$ cat src/rtl/cpu_pkg.sv
// Shared definitions for the pipeline flow controller.
//   PC_SEL_*   : encodings of the PC source mux select
//   HANDLER_PC : exception handler entry address
//   RESET_PC   : first fetch address after reset
//   fc_state_e : flow-controller FSM states
package cpu_pkg;

  localparam logic [1:0] PC_SEL_SEQ     = 2'd0;
  localparam logic [1:0] PC_SEL_HANDLER = 2'd1;
  localparam logic [1:0] PC_SEL_EPC     = 2'd2;
  localparam logic [1:0] PC_SEL_HOLD    = 2'd3;

  localparam logic [31:0] HANDLER_PC = 32'h0000_4180;
  localparam logic [31:0] RESET_PC   = 32'h0000_3000;

  typedef enum logic {
    StRun,
    StMdWait
  } fc_state_e;

endpackage

$ cat src/rtl/md_busy_counter.sv
// Multiply/divide occupancy counter.
//   clk, reset     : clock, synchronous active-high reset
//   load_i         : an MD operation is accepted this cycle
//   is_div_i       : the accepted operation is a divide
//   cnt_o          : remaining busy cycles after the start cycle
//   busy_o         : MD unit occupied (start cycle or counter nonzero)
//   proto_err_o    : sticky flag, an operation was accepted while still busy
module md_busy_counter #(
  parameter int unsigned MULT_CYC = 5,
  parameter int unsigned DIV_CYC  = 10,
  parameter int unsigned CNT_W    = 4
) (
  input  logic             clk,
  input  logic             reset,
  input  logic             load_i,
  input  logic             is_div_i,
  output logic [CNT_W-1:0] cnt_o,
  output logic             busy_o,
  output logic             proto_err_o
);

  logic [CNT_W-1:0] cnt_d, cnt_q;
  logic             proto_err_d, proto_err_q;

  always_comb begin
    cnt_d       = cnt_q;
    proto_err_d = proto_err_q;
    if (load_i) begin
      // A new start always reloads; overlapping an active op is a protocol error.
      cnt_d = is_div_i ? CNT_W'(DIV_CYC) : CNT_W'(MULT_CYC);
      if (cnt_q != '0) begin
        proto_err_d = 1'b1;
      end
    end else if (cnt_q != '0) begin
      cnt_d = cnt_q - CNT_W'(1);
    end
  end

  always_ff @(posedge clk) begin
    if (reset) begin
      cnt_q       <= '0;
      proto_err_q <= 1'b0;
    end else begin
      cnt_q       <= cnt_d;
      proto_err_q <= proto_err_d;
    end
  end

  assign cnt_o       = cnt_q;
  assign busy_o      = load_i | (cnt_q != '0);
  assign proto_err_o = proto_err_q;

endmodule

$ cat src/rtl/pipe_flow_ctrl.sv
// Central flow controller of the 5-stage pipeline.
// Inputs : clk, reset (sync, active-high), hz_stall_i, md_use_d_i, md_start_i, md_is_div_i,
//          exc_req_i, eret_d_i, epc_hz_i.
// Outputs: pc_en_o, if_id_en_o, id_ex_clr_o, flush_req_o, eret_flush_o, pc_sel_o[1:0],
//          md_start_ok_o, md_busy_o, proto_err_o.
// Priority each cycle: reset > exception > eret redirect > stall > normal flow.
module pipe_flow_ctrl
  import cpu_pkg::*;
#(
  parameter int unsigned MULT_CYC = 5,
  parameter int unsigned DIV_CYC  = 10,
  parameter int unsigned CNT_W    = 4
) (
  input  logic       clk,
  input  logic       reset,
  input  logic       hz_stall_i,
  input  logic       md_use_d_i,
  input  logic       md_start_i,
  input  logic       md_is_div_i,
  input  logic       exc_req_i,
  input  logic       eret_d_i,
  input  logic       epc_hz_i,
  output logic       pc_en_o,
  output logic       if_id_en_o,
  output logic       id_ex_clr_o,
  output logic       flush_req_o,
  output logic       eret_flush_o,
  output logic [1:0] pc_sel_o,
  output logic       md_start_ok_o,
  output logic       md_busy_o,
  output logic       proto_err_o
);

  fc_state_e        state_q;
  logic [CNT_W-1:0] md_cnt;
  logic             cnt_busy;
  logic             md_start_ok;
  logic             stall;
  logic             eret_go;

  // The E-stage instruction is killed by an exception flush, so its MD start must not land.
  assign md_start_ok = md_start_i & ~exc_req_i & ~reset;

  md_busy_counter #(
    .MULT_CYC (MULT_CYC),
    .DIV_CYC  (DIV_CYC),
    .CNT_W    (CNT_W)
  ) u_md_cnt (
    .clk         (clk),
    .reset       (reset),
    .load_i      (md_start_ok),
    .is_div_i    (md_is_div_i),
    .cnt_o       (md_cnt),
    .busy_o      (cnt_busy),
    .proto_err_o (proto_err_o)
  );

  assign md_start_ok_o = md_start_ok;
  assign md_busy_o     = cnt_busy & ~reset;

  assign stall   = hz_stall_i | (md_use_d_i & md_busy_o) | (eret_d_i & epc_hz_i);
  assign eret_go = eret_d_i & ~epc_hz_i & ~exc_req_i;

  // MDWAIT tracks an in-flight MD op; an exception does not abort it since HI/LO still commit.
  always_ff @(posedge clk) begin
    if (reset) begin
      state_q <= StRun;
    end else begin
      unique case (state_q)
        StRun:    if (md_start_ok) state_q <= StMdWait;
        StMdWait: if (md_cnt == CNT_W'(1) && !md_start_ok) state_q <= StRun;
        default:  state_q <= StRun;
      endcase
    end
  end

  always_comb begin
    pc_en_o      = 1'b1;
    if_id_en_o   = 1'b1;
    id_ex_clr_o  = 1'b0;
    flush_req_o  = 1'b0;
    eret_flush_o = 1'b0;
    pc_sel_o     = PC_SEL_SEQ;
    if (reset) begin
      // Hold the normal-flow defaults.
    end else if (exc_req_i) begin
      // The req path clears every stage, so no separate bubble is needed.
      flush_req_o = 1'b1;
      pc_sel_o    = PC_SEL_HANDLER;
    end else if (eret_go) begin
      eret_flush_o = 1'b1;
      pc_sel_o     = PC_SEL_EPC;
    end else if (stall) begin
      pc_en_o     = 1'b0;
      if_id_en_o  = 1'b0;
      id_ex_clr_o = 1'b1;
      pc_sel_o    = PC_SEL_HOLD;
    end
  end

endmodule

$ cat config.mk
export PLATFORM = sky130hd
export DESIGN_NAME = pipe_flow_ctrl
export DESIGN_NICKNAME = d
export VERILOG_FILES = /design/src/rtl/cpu_pkg.sv /design/src/rtl/md_busy_counter.sv /design/src/rtl/pipe_flow_ctrl.sv
export SDC_FILE = /design/constraint.sdc
export NUM_CORES = 1
export LEC_CHECK = 0
export ABC_AREA = 1
export CORE_AREA = 2 2 39 41
export DETAILED_ROUTE_END_ITERATION = 8
export DIE_AREA = 0 0 41 43
export PLACE_DENSITY = 0.64
export SLEW_MARGIN = 30
export SYNTH_ARGS = -nofsm -noshare
export SYNTH_HDL_FRONTEND = slang
export SYNTH_SLANG_ARGS = --single-unit
$ cat constraint.sdc
create_clock -name clk -period 2.1 [get_ports clk]
set_input_delay 0.315 -clock clk [delete_from_list [all_inputs] [get_ports clk]]
set_output_delay 0.315 -clock clk [all_outputs]
set_load 0.01 [all_outputs]
* Word level (Yosys, flattened, before mapping)
Cells that the tools add are included.
Cells by class: bitwise operators 13, multiplexer cells 20, reductions and logical operators 3, add/sub/neg operators 1
Operators by type and width (count):
- $mux 1 | 13
- $mux 4 | 3
- $mux 2 | 4
- $and 1x1->1 | 7
- $reduce_bool 4->1 | 1
- $sub 4x1->4 const B | 1
- $not 1->1 | 3
- $or 1x1->1 | 3
- $reduce_and 2->1 | 1
- $reduce_bool 2->1 | 1
Storage, ports and cells: register bits 5, bits of input ports 9, output and inout bits 10

* Depth between registers and ports, before layout
depth in word-level cells 12, depth in mapped cells 9, mapped depth without buffers 9

* Cells and area by module
A second synthesis with hierarchy kept.
Unflattened totals: cells, all modules 69, area total of the unflattened synthesis 405.4 µm²
By module, submodules not included:
- md_busy_counter | times used 1, cells each 45, area each 297.8 µm²
- pipe_flow_ctrl | times used 1, cells each 24, area each 107.6 µm²

* Worst setup path after synthesis
Ideal clock, no wire load.
kind register -> output, from register u_md_cnt.cnt_q[0] (netlist: u_md_cnt.cnt_o[0]), to output pc_en_o, path buffers 1, arrival 1177 ps, stages on the path, launching flop included 10, path slack 608 ps, required time 1785 ps, cells stage by stage dfxtp_1 -> inv_1 -> ha_1 -> nand2_1 -> nor2_1 -> nand2_1 -> nand3_1 -> nand2_1 -> nand3b_1 -> buf_4
On the way: cells in the longest elaborated chain, start to end 10
RTL lines:
- from (decl) | line md_busy_counter.sv:22 | logic [CNT_W-1:0] cnt_d, cnt_q;
- from (signal assigned) | line md_busy_counter.sv:44 | cnt_q <= cnt_d;
- $reduce_bool 4->1 | line md_busy_counter.sv:50 | assign busy_o = load_i | (cnt_q != '0);
- $or 1x1->1 | line md_busy_counter.sv:50
- $and 1x1->1 | line pipe_flow_ctrl.sv:59 | assign md_busy_o = cnt_busy & ~reset;
- $and 1x1->1 | line pipe_flow_ctrl.sv:61 | assign stall = hz_stall_i | (md_use_d_i & md_busy_o) | (eret_d_i & epc_hz_i);
- $or 1x1->1 (2 in series) | line pipe_flow_ctrl.sv:61
- $mux 1 (4 in series)
- to (decl) | line pipe_flow_ctrl.sv:23 | output logic pc_en_o,
Every way passes these cells.

* Worst setup path in the final report
from input md_start_i, to output md_start_ok_o
On the way: cells in the longest elaborated chain, start to end 2
RTL lines:
- from (decl) | line pipe_flow_ctrl.sv:18 | input logic md_start_i,
- $and 1x1->1 (2 in series) | line pipe_flow_ctrl.sv:42 | assign md_start_ok = md_start_i & ~exc_req_i & ~reset;
- to (decl) | line pipe_flow_ctrl.sv:29 | output logic md_start_ok_o,
Every way passes these cells.

==> impl_metrics.tcl <==
set metrics [dict create \
    synth.largest_area_cell "dfxtp_1" \
    cts_tree "done" \
    rsz0062_at_grt "false" \
    coreArea_mm2 0.00138 \
    cts_sinks 5 \
    seq_area_frac_synth_pct 24.7 \
    rows 14 \
    path_class "primary input to primary output" \
    ctsResizeCount 8 \
    grt_pass1_wl_um 1410 \
    hold_buffers 0 \
    synth_nets 69 \
    drv_cap 0 \
    n_antenna_cell 0 \
    start_util_pct 29.3 \
    area_growth_pct 56.8 \
    port_buffers 18 \
    antenna_found_initial 0 \
    ir_drop_mv 0.645 \
    clkLatencyLatePin_ps 230 \
    cp_data_required_time_ps 1780 \
    worst_slack_ps 87.7 \
    cp-start-kind "primary input" \
    die_h_um 43 \
    routedWlPerCell_um 8.66 \
    hold_class "register to register" \
    vias 404 \
    synthCells 58 \
    cts-root-buf "clkbuf_4" \
    synth.distinct_cells 20 \
    htreeDepth 1 \
    status "finished, final reports clean" \
    layout-drive-gt1-share_pct 19.5 \
    ys_ff_latch 5 \
    final_nets 94 \
    hold_violations 0 \
    syn_area_per_cell_um2 6.99 \
    grtUsageTotal_pct 12.0 \
    syn_area_um2 405 \
    finalPower_w 0.000593 \
    first_iter_violations 1 \
    cp-end-kind "primary output" \
    routed_wl_um 849 \
    dp_slack_ps -188 \
    synthTopCellsByArea "dfxtp_1 25%, nand2_1 13%, inv_1 6.5%" \
    grt_overflow 0 \
    dieArea_mm2 0.00176 \
    viasPerCell 4.12 \
    clk_pin_slew_worst_paths_ps 40 \
    drc 0 \
    fin_skew_ps 0.268 \
    slew_viol_final 0 \
    hpwl_um 695 \
    fin_crit_ps 2010 \
    postCtsSetupRepairBufs 0 \
    numCtsBuffers 3 \
    grt_max_degree 9 \
    place.gp.congestion 0.875 \
    clockBufferDepth 2 \
    grt_pass1_vias 380 \
    finalSetupViolCount 0 \
    firstDrtPassIters 3 \
    p_leak_nw 0.324 \
    crit_fanout 2 \
    chipWidth_um 41 \
    yosysWarnings 0 \
    fmax_ghz 0.497 \
    cp.arrival_ps 1700 \
    worst_slew_pin_slew_ps 221 \
    pin_count 19 \
    relSlewSlack_pct 85.2 \
    period_share_pct 95.8 \
    powerDensity_mw_per_mm2 933 \
    synth_top_area_share_pct 24.7 \
    antenna_left 0 \
]
path summary, 6_finish.rpt:
kind,cells after the start,from,end,slack (ps)
setup / recovery,5,md_start_i,md_start_ok_o,90
hold reg to reg,2,u_md_cnt.proto_err_o,u_md_cnt.proto_err_o,470
hold / removal,2,u_md_cnt.proto_err_o,u_md_cnt.proto_err_o,470
setup reg to reg,6,u_md_cnt.cnt_o[0],u_md_cnt.cnt_o[2],870
cell families after synthesis:
kind of cell / after synthesis / share of synthesized area (%)
flip-flops: 5 / 24.7
adder cells (fa/ha/maj): 2 / 6.17
buffers and inverters: 11 / 13.0
XOR/XNOR: 2 / 4.32
AND/OR/NAND/NOR: 31 / 42.3
AO/OA/AOI/OAI: 7 / 9.57
metal layers:
metal / vias to the layer above / wire (um) / GRT usage, %
met5: - / 0 / 0
met4: 0 / 0 / 8.00
met3: 0 / 63 / 3.66
met2: 12 / 414 / 17.8
met1: 164 / 372 / 13.9
li1: 228 / - / -
flip-flops by register name, summed over array words and instances (netlist names):
register / count
u_md_cnt.cnt_o: 4
u_md_cnt.proto_err_o: 1
layout make-up:
type | count | area [um2]
Fill cell | 149 | 748
Multi-Input combinational cell | 42 | 255
Timing Repair Buffer | 22 | 200
Sequential cell | 5 | 100
Inverter | 9 | 33.8
Clock buffer | 4 | 26.3
Tap cell | 16 | 20.0
layout by cell type, fill, tap and decap left out, drive strengths merged, types with 2 or more instances in the layout:
master         synthesis  layout
nor2                  10      10
ha                     2       2
nand3                  4       4
clkdlybuf4s50          0      10
dlygate4sd2            0       8
inv                    9       9
dfxtp                  5       5
clkbuf                 0       4
buf                    2       4
nand2                 15      15
xor2                   2       2
a21oi                  4       4
per-stage QoR:
stage	TNS [ps]	utilization [%]	cells	instance area, um2	hold WS, ps
2_1_floorplan	0	-	58	405	444
3_3_place_gp	-834	44.6	94	617	469
3_5_place_dp	-963	44.6	94	617	463
4_1_cts	0	45.8	98	633	474
5_1_grt	0	45.9	98	636	510
6_report	0	45.9	98	636	468
where the power goes:
part           internal [W]  switching (W)  total [W]
combinational      0.000150       0.000181   0.000331
clock             0.0000715      0.0000345   0.000106
sequential         0.000133      0.0000236   0.000156
total              0.000354       0.000239   0.000593
Yosys cell counts:
cell,count
nand3_1,4
a21oi_1,4
nor2_1,6
nand3b_1,1
inv_1,7
nand2_4,1
nand2_1,14
xor2_1,2
o21ai_0,1
buf_4,1
dfxtp_1,5
a21boi_1,1
nor2_4,2
ha_1,2
nor2_8,1
nor2_2,1
a31oi_1,1
buf_6,1
inv_2,2
or2_4,1
critical path, stage by stage:
cell	delay, ps
clkdlybuf4s50_1	520
nand2_1	100
nor2_4	120
buf_4	120
clkdlybuf4s50_1	520
No activity file was read; power rests on OpenSTA's default activity.
